===== src/rtl/keypad_entry.sv =====
// keypad_entry: 4x4 matrix keypad scanner with scan-level debounce and a 4-digit entry register.
// Optional build macro KEYPAD_CLEAR_KEY_EN: key C clears the digits instead of being shifted in.
module keypad_entry #(
  parameter int SCAN_DIV  = 25000,
  parameter int DEB_SCANS = 4
) (
  input  logic       clk,
  input  logic       clr,
  input  logic [3:0] row,
  output logic [3:0] col,
  output logic [3:0] dig1,
  output logic [3:0] dig2,
  output logic [3:0] dig3,
  output logic [3:0] dig4,
  output logic       key_valid,
  output logic [3:0] key_code
);
  localparam int DW = $clog2(SCAN_DIV);
  localparam int CW = $clog2(DEB_SCANS + 1);
  localparam logic [DW-1:0] DWELL_LAST = DW'(SCAN_DIV - 1);
  localparam logic [CW-1:0] DEB_FULL   = CW'(DEB_SCANS);

  localparam logic [1:0] ST_IDLE     = 2'd0;
  localparam logic [1:0] ST_DEBOUNCE = 2'd1;
  localparam logic [1:0] ST_HELD     = 2'd2;

  logic [3:0]    row_s1_q, row_s2_q;
  logic [DW-1:0] dwell_q, dwell_d;
  logic [1:0]    col_idx_q, col_idx_d;
  logic [1:0]    hits_q, hits_d;
  logic [3:0]    scan_code_q, scan_code_d;
  logic [1:0]    state_q, state_d;
  logic [3:0]    cand_q, cand_d;
  logic [CW-1:0] cnt_q, cnt_d;
  logic [3:0]    dig1_q, dig1_d, dig2_q, dig2_d, dig3_q, dig3_d, dig4_q, dig4_d;
  logic          key_valid_q, key_valid_d;
  logic [3:0]    key_code_q, key_code_d;

  logic [3:0]    low;
  logic [2:0]    nlows;
  logic [1:0]    low_idx;
  logic [2:0]    hits_sum;
  logic [1:0]    hits_new;
  logic [3:0]    code_new;
  logic          sample;
  logic          scan_end;
  logic          accept;
  logic [3:0]    acc_code;
  logic [CW-1:0] cnt_inc;

  function automatic logic [3:0] key_at(input logic [1:0] c, input logic [1:0] r);
    logic [3:0] k;
    case ({c, r})
      4'h0: k = 4'h1;  4'h1: k = 4'h4;  4'h2: k = 4'h7;  4'h3: k = 4'h0;
      4'h4: k = 4'h2;  4'h5: k = 4'h5;  4'h6: k = 4'h8;  4'h7: k = 4'hF;
      4'h8: k = 4'h3;  4'h9: k = 4'h6;  4'hA: k = 4'h9;  4'hB: k = 4'hE;
      4'hC: k = 4'hA;  4'hD: k = 4'hB;  4'hE: k = 4'hC;  default: k = 4'hD;
    endcase
    return k;
  endfunction

  // Column scan: accumulate low rows over the four column samples; hits saturates at 2 (MULTI).
  always_comb begin
    low     = ~row_s2_q;
    nlows   = {2'b0, low[0]} + {2'b0, low[1]} + {2'b0, low[2]} + {2'b0, low[3]};
    low_idx = 2'd0;
    for (int i = 3; i >= 0; i--) begin
      if (low[i]) low_idx = 2'(i);
    end
    hits_sum    = {1'b0, hits_q} + nlows;
    hits_new    = (hits_sum > 3'd1) ? 2'd2 : hits_sum[1:0];
    code_new    = (hits_q == 2'd0 && nlows == 3'd1) ? key_at(col_idx_q, low_idx) : scan_code_q;
    sample      = (dwell_q == DWELL_LAST);
    scan_end    = sample && (col_idx_q == 2'd3);
    dwell_d     = sample ? '0 : dwell_q + DW'(1);
    col_idx_d   = sample ? col_idx_q + 2'd1 : col_idx_q;
    hits_d      = hits_q;
    scan_code_d = scan_code_q;
    if (sample) begin
      hits_d      = scan_end ? 2'd0 : hits_new;
      scan_code_d = code_new;
    end
  end

  always_comb begin
    state_d  = state_q;
    cand_d   = cand_q;
    cnt_d    = cnt_q;
    accept   = 1'b0;
    acc_code = cand_q;
    cnt_inc  = cnt_q + CW'(1);
    if (scan_end) begin
      case (state_q)
        ST_IDLE: begin
          if (hits_new == 2'd1) begin
            cand_d = code_new;
            if (DEB_SCANS == 1) begin
              accept   = 1'b1;
              acc_code = code_new;
              state_d  = ST_HELD;
              cnt_d    = '0;
            end else begin
              state_d = ST_DEBOUNCE;
              cnt_d   = CW'(1);
            end
          end
        end
        ST_DEBOUNCE: begin
          if (hits_new == 2'd1 && code_new == cand_q) begin
            if (cnt_inc == DEB_FULL) begin
              accept  = 1'b1;
              state_d = ST_HELD;
              cnt_d   = '0;
            end else begin
              cnt_d = cnt_inc;
            end
          end else begin
            state_d = ST_IDLE;
            cnt_d   = '0;
          end
        end
        ST_HELD: begin
          if (hits_new == 2'd0) begin
            if (cnt_inc == DEB_FULL) begin
              state_d = ST_IDLE;
              cnt_d   = '0;
            end else begin
              cnt_d = cnt_inc;
            end
          end else begin
            cnt_d = '0;
          end
        end
        default: begin
          state_d = ST_IDLE;
          cnt_d   = '0;
        end
      endcase
    end
  end

  always_comb begin
    key_valid_d = accept;
    key_code_d  = accept ? acc_code : key_code_q;
    dig1_d = dig1_q;
    dig2_d = dig2_q;
    dig3_d = dig3_q;
    dig4_d = dig4_q;
`ifdef KEYPAD_CLEAR_KEY_EN
    if (accept && acc_code == 4'hC) begin
      dig1_d = 4'h0;
      dig2_d = 4'h0;
      dig3_d = 4'h0;
      dig4_d = 4'h0;
    end else if (accept) begin
      dig1_d = dig2_q;
      dig2_d = dig3_q;
      dig3_d = dig4_q;
      dig4_d = acc_code;
    end
`else
    if (accept) begin
      dig1_d = dig2_q;
      dig2_d = dig3_q;
      dig3_d = dig4_q;
      dig4_d = acc_code;
    end
`endif
  end

  always_ff @(posedge clk) begin
    if (clr) begin
      row_s1_q    <= 4'hF;
      row_s2_q    <= 4'hF;
      dwell_q     <= '0;
      col_idx_q   <= 2'd0;
      hits_q      <= 2'd0;
      scan_code_q <= 4'h0;
      state_q     <= ST_IDLE;
      cand_q      <= 4'h0;
      cnt_q       <= '0;
      dig1_q      <= 4'h0;
      dig2_q      <= 4'h0;
      dig3_q      <= 4'h0;
      dig4_q      <= 4'h0;
      key_valid_q <= 1'b0;
      key_code_q  <= 4'h0;
    end else begin
      row_s1_q    <= row;
      row_s2_q    <= row_s1_q;
      dwell_q     <= dwell_d;
      col_idx_q   <= col_idx_d;
      hits_q      <= hits_d;
      scan_code_q <= scan_code_d;
      state_q     <= state_d;
      cand_q      <= cand_d;
      cnt_q       <= cnt_d;
      dig1_q      <= dig1_d;
      dig2_q      <= dig2_d;
      dig3_q      <= dig3_d;
      dig4_q      <= dig4_d;
      key_valid_q <= key_valid_d;
      key_code_q  <= key_code_d;
    end
  end

  assign col       = ~(4'b0001 << col_idx_q);
  assign dig1      = dig1_q;
  assign dig2      = dig2_q;
  assign dig3      = dig3_q;
  assign dig4      = dig4_q;
  assign key_valid = key_valid_q;
  assign key_code  = key_code_q;
endmodule


===== config.mk =====
export PLATFORM = sky130hd
export DESIGN_NAME = keypad_entry
export DESIGN_NICKNAME = d
export VERILOG_FILES = /design/src/rtl/keypad_entry.sv
export SDC_FILE = /design/constraint.sdc
export NUM_CORES = 1
export LEC_CHECK = 0
export CORE_ASPECT_RATIO = 0.7
export CORE_MARGIN = 2
export CORE_UTILIZATION = 25
export CTS_CLUSTER_DIAMETER = 200
export DETAILED_ROUTE_END_ITERATION = 16
export SETUP_SLACK_MARGIN = 0.3
export SYNTH_ARGS = -nofsm -noshare
export SYNTH_HDL_FRONTEND = slang
export SYNTH_SLANG_ARGS = --single-unit

===== constraint.sdc =====
create_clock -name clk -period 7.8 [get_ports clk]
set_clock_uncertainty 0.15 [all_clocks]
set_input_delay 0.78 -clock clk [delete_from_list [all_inputs] [get_ports clk]]
set_output_delay 0.78 -clock clk [all_outputs]
set_load 0.02 [all_outputs]

==> results by group, run 1 <==
Yosys
  – Ys Warns: 0
  – Avg Cell Area, Syn: 9.246 µm²
  – Post-synthesis cell count: 295
  – #FFs+latches synth: 57
  – Compound-Gate Fraction of Synth Area: 9.817%
  – Register area share after synthesis: 41.83%
  – Multiplexer share of the synthesized area: 9.220%
  – Ys async rst share: 0%
  – Yosys cell types: 53
  – Post-synth EDFFs: 0
  – Most used DFF post-synth: dfxtp_1
  – Synthesized-area fraction occupied by adder cells: 6.972%
  – Synthesized area: 0.002728 mm²
  – Mapped Nets: 315
  – Largest family of logic cells by synthesized area: simple AND/OR/NAND/NOR gates
  – Post-synthesis simple-gate area fraction: 21.65%
  – Post-Synth XOR/XNOR Area: 5.092%

Timing
  – Final Hold Slack: 0.2619 ns
  – Worst slew pin tran: 0.9471 ns
  – Crit path time final: 4.429 ns
  – Final setup fails: 0
  – Slew headroom: 36.66%
  – PnR worst setup slack: 3.371 ns
  – Max Clk Rate: 0.2258 GHz
  – Final hold viol count: 0
  – Final Cycle Share: 56.79%
  – RSZ-0062 raised after global routing: false
  – Setup TNS: 0 ns
  – Max Slew Vio Count: 0

Setup path
  – Critical path arrival: 4.47 ns
  – Cell mode on critical path: ha_1
  – Worst reg2reg setup slack: 3.37 ns
  – Largest fanout on the critical path: 16
  – Max incr delay on CP: 0.82 ns
  – Crit path max-delay cell type: nor3_4
  – WS Path Type: flop to flop
  – Worst EP required: 7.84 ns
  – CP endpoint kind: flop
  – Worst Setup Start Kind: flop
  – CP Cell Sequence: inv_1 > fa_1 > ha_1 > ha_1 > or4b_4 > o41ai_1 > xnor2_1 > o2111ai_2 > nor3_4 > mux2i_1 > nor2_1
  – Worst Reg-to-Reg Cells: 11

CTS
  – CTS tree: built
  – Clk buf depth: 2
  – # clock sinks: 57
  – H-tree depth: 3
  – CTS root buffer: clkbuf_16
  – CTS resizes: 0
  – CTS buffer count: 9
  – Skew-Pair Late Insertion Delay: 0.33 ns
  – Post-CTS Hold Buffers: 0
  – Postcts setup bufs: 0
  – Worst-path clk slew: 0.06 ns

Power and ir drop
  – Reg power frac: 40.5%
  – Pint: 0.5624 mW
  – Comb pwr share: 5.7%
  – Leakage: 1.309 nW
  – Sw Ratio: 23.32%
  – Tot Pwr: 0.7334 mW
  – Clock share of power: 53.8%
  – Max IR drop VDD: 0.08699 mV
  – Switching pwr: 0.1710 mW
  – P per Cell Area: 214.9 mW/mm²

Min path
  – Hold path cells: 1
  – Worst hold path type: flop to flop

Routing
  – Detailed router's first-iteration violation count: 123
  – First-pass iteration count of the detailed router: 4
  – DR vias: 2047
  – Detail Route Antenna Nets: 0
  – Detailed-route wire length per cell: 11.85 µm
  – Total wire length: 5.475 mm
  – DRC: 0
  – Via density: 4.431

Placement
  – Detailed placement HPWL: 3.884 mm
  – Post-DP Area: 0.003109 mm²
  – Pre-CTS WS: 3.376 ns
  – Routability Congestion: 0.7639
  – Input/output buffers: 30

Global routing
  – Vias in the first global route: 1955
  – Initial antenna violation count: 0
  – Largest net degree at the start of global routing: 44
  – First-pass GRT wire length: 9.798 mm
  – Total global routing overflow: 0
  – GRT Resource Usage Total: 10.59%

Final layout
  – Design area: 0.003413 mm²
  – P&R area growth vs syn: 25.14%
  – Fraction of layout cells with a size suffix above 1: 10.61%
  – N_diodes: 0
  – Final net count: 345

Job
  – Max cap viols: 0

Floorplan
  – Core area: 0.01047 mm²
  – Chip height: 91.39 µm
  – Die Wd: 128.8 µm
  – Total Die Area: 0.01178 mm²
  – IO Pins: 31
  – Starting Density: 26.05%
  – Row count: 31

Outcome
  – Status: completed
## metal layers
| metal | GRT usage, % | up-vias | wire length, µm |
|---|---|---|---|
| met1 | 14.91 | 928 | 2860 |
| li1 | - | 1069 | - |
| met3 | 3.005 | 8 | 233 |
| met5 | 0 | - | 0 |
| met2 | 14.64 | 42 | 2287 |
| met4 | 5.163 | 0 | 93 |
## kinds of logic after synthesis
group	count (synthesis)
flip-flops	57
XOR/XNOR	15
AO/OA/AOI/OAI	39
adder cells (fa/ha/maj)	14
AND/OR/NAND/NOR	118
multiplexers	25
buffers and inverters	27
## cells in the mapped netlist, types with 2 or more instances
library cell | instances | area share (%)
or3_1 | 4 | 0.92
nor2_1 | 50 | 6.9
nand4_1 | 3 | 0.69
nor3_1 | 6 | 1.1
xor2_1 | 8 | 2.6
nand2_1 | 13 | 1.8
ha_1 | 12 | 5.5
clkbuf_1 | 5 | 0.69
a211oi_1 | 2 | 0.55
inv_1 | 14 | 1.9
xnor2_1 | 6 | 1.9
buf_4 | 4 | 1.1
and2_1 | 4 | 0.92
dfxtp_1 | 57 | 42
and3_1 | 4 | 0.92
a21oi_1 | 12 | 2.2
fa_1 | 2 | 1.5
nand2b_1 | 4 | 0.92
mux2i_1 | 24 | 8.8
or2_2 | 9 | 2.1
nand3_1 | 10 | 1.8
o211ai_1 | 2 | 0.55
o21ai_0 | 9 | 1.7
nor4_1 | 2 | 0.46
## cell usage in the layout, fill, tap and decap left out, types with 3 or more instances in the layout
cell	count
a21oi_1	12
and2_1	4
and3_1	4
clkbuf_16	9
clkdlybuf4s50_1	30
clkinvlp_4	3
dfxtp_1	57
ha_1	12
inv_1	14
mux2i_1	24
nand2_1	13
nand2b_1	4
nand3_1	10
nand4_1	3
nor2_1	50
nor3_1	6
o21ai_0	9
or2_2	9
or3_1	4
xnor2_1	6
xor2_1	8
## critical path: cells and delay by family (launching register included)
kind	cells	cell delay (ns)
buffers and inverters	1	0.09
DFF	1	0.43
xor gates and xnor gates	1	0.19
AOI/OAI and AO/OA	2	0.72
muxes	1	0.29
and+or+nand+nor	3	1.45
adders and majority gates	3	0.96
## path summary, 6_finish.rpt
kind / start / end
hold / removal: row_s1_q[0] / row_s2_q[0]
setup reg to reg: row_s2_q[1] / dig3[1]
setup / recovery: row_s2_q[1] / dig3[1]
hold reg to reg: row_s1_q[0] / row_s2_q[0]
## power by group through the flow
stage / clock (mW) / combinational [mW] / sequential, mW
3_5_place_dp: 0 / 0.0414 / 0.303
3_3_place_gp: 0 / 0.0413 / 0.303
6_report: 0.394 / 0.0419 / 0.297
4_1_cts: 0.404 / 0.0418 / 0.297
2_1_floorplan: 0 / 0.0329 / 0.303
5_1_grt: 0.416 / 0.0468 / 0.298
## per-stage QoR
step / std cells / util (%)
after floorplan: 295 / -
after global placement: 446 / 29.69
after detailed placement: 446 / 29.69
after CTS: 462 / 32.59
after global routing: 462 / 32.59
final: 462 / 32.59
## state kept, by name, summed over array words and instances (netlist names)
register and cells:
dig3 4, scan_code_q 4, key_code 4, acc_code 4, cnt_q 3, row_s2_q 4, col_idx_q 2, dig2 4
hits_q 2, key_valid 1, dwell_q 15, state_q 2, dig1 4, row_s1_q 4
## cell type report
type / count / area, µm²
inverter: 15 / 56.30
timing repair buffer: 31 / 307.8
clock inverter: 7 / 78.83
sequential: 57 / 1141
tap: 132 / 165.2
clock buffer: 9 / 225.2
multi-input combinational: 211 / 1439
fill: 1091 / 7059
(Power assumes the default switching activity.)
==> run 2, diff against run 1 <==
- clock period: 7.8 -> 4.4 ns (I/O delays scaled with it)
==> run 2 against run 1 <==
  * Register-to-register slack got worse by 2.9 ns
  * Maximum frequency rose by 14%
  * Sequential power rose by 78%
  * First-iteration DRC count fell by 30%
  * Via count rose by 2.1%
  * Combinational power rose by 90%
  * Count of clock-buffer cells in the layout rose by 5
  * Sequential share of layout area fell by 0.57 points
  * Largest cell class unchanged
==> results by group, run 2 (synthesis gave the netlist of run 1 again) <==
Timing
  – Max Slew Vio Count: 0 (unchanged)
  – Max Clk Rate: 0.2576 GHz (was 0.2258 GHz)
  – Worst slew pin tran: 0.6615 ns (was 0.9471 ns)
  – Final setup fails: 0 (unchanged)
  – PnR worst setup slack: 0.5174 ns (was 3.371 ns)
  – RSZ-0062 raised after global routing: false (unchanged)
  – Final hold viol count: 0 (unchanged)
  – Slew headroom: 55.76% (was 36.66%)
  – Setup TNS: 0 ns (unchanged)
  – Final Cycle Share: 88.24% (was 56.79%)
  – Crit path time final: 3.883 ns (was 4.429 ns)

Power and ir drop
  – Pint: 1.040 mW (was 0.5624 mW)
  – Comb pwr share: 6.1% (was 5.7%)
  – Leakage: 1.343 nW (was 1.309 nW)
  – Reg power frac: 40.4% (was 40.5%)
  – Sw Ratio: 20.49% (was 23.32%)
  – Clock share of power: 53.5% (was 53.8%)
  – P per Cell Area: 376.4 mW/mm² (was 214.9 mW/mm²)
  – Switching pwr: 0.2681 mW (was 0.1710 mW)
  – Max IR drop VDD: 0.1646 mV (was 0.08699 mV)

CTS
  – Clk buf depth: 2 (unchanged)
  – Postcts setup bufs: 0 (unchanged)
  – H-tree depth: 3 (unchanged)
  – CTS tree: built (unchanged)
  – CTS buffer count: 9 (unchanged)
  – # clock sinks: 57 (unchanged)
  – CTS root buffer: clkbuf_16 (unchanged)
  – Worst-path clk slew: 0.05 ns (was 0.06 ns)
  – Skew-Pair Late Insertion Delay: 0.32 ns (was 0.33 ns)

Final layout
  – Commonest non-fill, non-tap cells in the layout: 56 x dfxtp_1, 49 x nor2_1, 30 x clkdlybuf4s50_1 (was 57 x dfxtp_1, 50 x nor2_1, 30 x clkdlybuf4s50_1)
  – Commonest non-fill, non-tap cell in the layout: dfxtp_1 (unchanged)
  – Final net count: 347 (was 345)
  – Max reg flops: 15 (unchanged)
  – N_diodes: 0 (unchanged)
  – P&R area growth vs syn: 27.43% (was 25.14%)
  – Fraction of layout cells with a size suffix above 1: 12.05% (was 10.61%)
  – Biggest register: dwell_q (unchanged)

Min path
  – Worst hold path type: flop to flop (unchanged)
  – Hold path startpoint: row_s1_q[0] (unchanged)
  – Hold path cells: 1 (unchanged)

Global routing
  – Initial antenna violation count: 0 (unchanged)
  – Total global routing overflow: 0 (unchanged)
  – Largest net degree at the start of global routing: 24 (was 44)
  – Vias in the first global route: 1991 (was 1955)
  – GRT Resource Usage Total: 10.14% (was 10.59%)
  – First-pass GRT wire length: 9.466 mm (was 9.798 mm)

Floorplan
  – Starting Density: 26.05% (unchanged)
  – Row count: 31 (unchanged)
  – Total Die Area: 0.01178 mm² (unchanged)
  – Chip height: 91.39 µm (unchanged)
  – IO Pins: 31 (unchanged)
  – Core area: 0.01047 mm² (unchanged)
  – Die Wd: 128.8 µm (unchanged)

Routing
  – DRC: 0 (unchanged)
  – Detail Route Antenna Nets: 0 (unchanged)
  – First-pass iteration count of the detailed router: 4 (unchanged)
  – Detailed-route wire length per cell: 11.88 µm (was 11.85 µm)
  – Via density: 4.502 (was 4.431)
  – Detailed router's first-iteration violation count: 86 (was 123)
  – DR vias: 2089 (was 2047)
  – Total wire length: 5.512 mm (was 5.475 mm)

Placement
  – Pre-CTS WS: 0.3445 ns (was 3.376 ns)
  – Input/output buffers: 30 (unchanged)
  – Detailed placement HPWL: 3.956 mm (was 3.884 mm)
  – Routability Congestion: 0.7737 (was 0.7639)

Outcome
  – Status: completed (unchanged)

Setup path
  – Cell mode on critical path: ha_1 (unchanged)
  – Max incr delay on CP: 0.57 ns (was 0.82 ns)
  – Reg-to-reg startpoint: row_s2_q[0] (was row_s2_q[1])
  – CP endpoint kind: flop (unchanged)
  – Critical path arrival: 3.92 ns (was 4.47 ns)
  – CP top delay family: adder cells (was simple AND/OR/NAND/NOR gates)
  – WP depth: 13 (was 11)
  – CP Cell Sequence: inv_1 > fa_1 > ha_1 > ha_1 > or4b_4 > a211o_1 > o22a_4 > xnor2_2 > o2111ai_4 > nor3_4 > buf_8 > mux2i_1 > nor2_1 (was inv_1 > fa_1 > ha_1 > ha_1 > or4b_4 > o41ai_1 > xnor2_1 > o2111ai_2 > nor3_4 > mux2i_1 > nor2_1)
  – Worst EP required: 4.43 ns (was 7.84 ns)
  – Worst Setup Start Kind: flop (unchanged)
  – Worst Reg-to-Reg Cells: 13 (was 11)
  – Crit path max-delay cell type: or4b_4 (was nor3_4)
  – Critical path launch point: row_s2_q[0] (was row_s2_q[1])
  – WS Path Type: flop to flop (unchanged)
  – Buffer and inverter count on the worst path: 2 (was 1)
  – Largest fanout on the critical path: 16 (unchanged)

Job
  – Max cap viols: 0 (unchanged)
## run 2: changes by cell type in the layout (fill, tap and decap cells not counted), sizes merged
cell | previous run | this run
clkbuf | 9 | 14
clkinvlp | 3 | 0
buf | 1 | 3
inv | 16 | 14
## run 2: worst register-to-register path: stages, from the launching register on
cell and delay, ns:
dfxtp_1 0.35, inv_1 0.10, fa_1 0.49, ha_1 0.19
ha_1 0.31, or4b_4 0.57, a211o_1 0.31, o22a_4 0.21
xnor2_2 0.18, o2111ai_4 0.19, nor3_4 0.23, buf_8 0.22
mux2i_1 0.20, nor2_1 0.05
## run 2: power by group through the flow
stage	Clock [mW]	Sequential, mW	Combinational (mW)
5_1_grt	0.738	0.528	0.0884
3_5_place_dp	0	0.538	0.0742
3_3_place_gp	0	0.537	0.0731
4_1_cts	0.717	0.528	0.0748
2_1_floorplan	0	0.536	0.0583
6_report	0.700	0.528	0.0797
## run 2: per-stage QoR
| stage | power (mW) | util, % | area (µm²) | hold slack, ns | cells |
|---|---|---|---|---|---|
| 3_5_place_dp | 0.6121 | 29.83 | 3124 | 0.2454 | 448 |
| 3_3_place_gp | 0.6105 | 29.83 | 3124 | 0.2479 | 448 |
| 5_1_grt | 1.354 | 33.19 | 3476 | 0.2722 | 464 |
| 4_1_cts | 1.320 | 32.78 | 3433 | 0.2563 | 464 |
| 2_1_floorplan | 0.5948 | - | 2728 | 0.2395 | 295 |
| 6_report | 1.308 | 33.19 | 3476 | 0.2553 | 464 |
## run 2: worst paths after layout
path | endpoint | slack [ns]
setup / recovery | dig1[2] | 0.52
hold / removal | row_s2_q[0] | 0.26
setup reg to reg | dig1[2] | 0.52
hold reg to reg | row_s2_q[0] | 0.26
## run 2: layout make-up
| class | instances | area [µm²] |
|---|---|---|
| Fill cell | 1068 | 6997 |
| Multi-Input combinational cell | 211 | 1473 |
| Sequential cell | 57 | 1142 |
| Timing Repair Buffer | 33 | 330.3 |
| Clock buffer | 14 | 274.0 |
| Tap cell | 132 | 165.2 |
| Inverter | 15 | 56.30 |
| Clock inverter | 2 | 35.03 |
## run 2: repair_timing
item	4_1_cts	5_1_grt
hold buffers	0	0
endpoints found under the setup margin	0	20
resized for setup	0	8
## run 2: metal layers
metal / global-route usage, % / vias up / wire (µm)
met5: 0 / - / 0
li1: - / 1076 / -
met3: 3.536 / 4 / 226
met1: 13.97 / 976 / 2896
met4: 4.076 / 0 / 51
met2: 14.33 / 33 / 2338
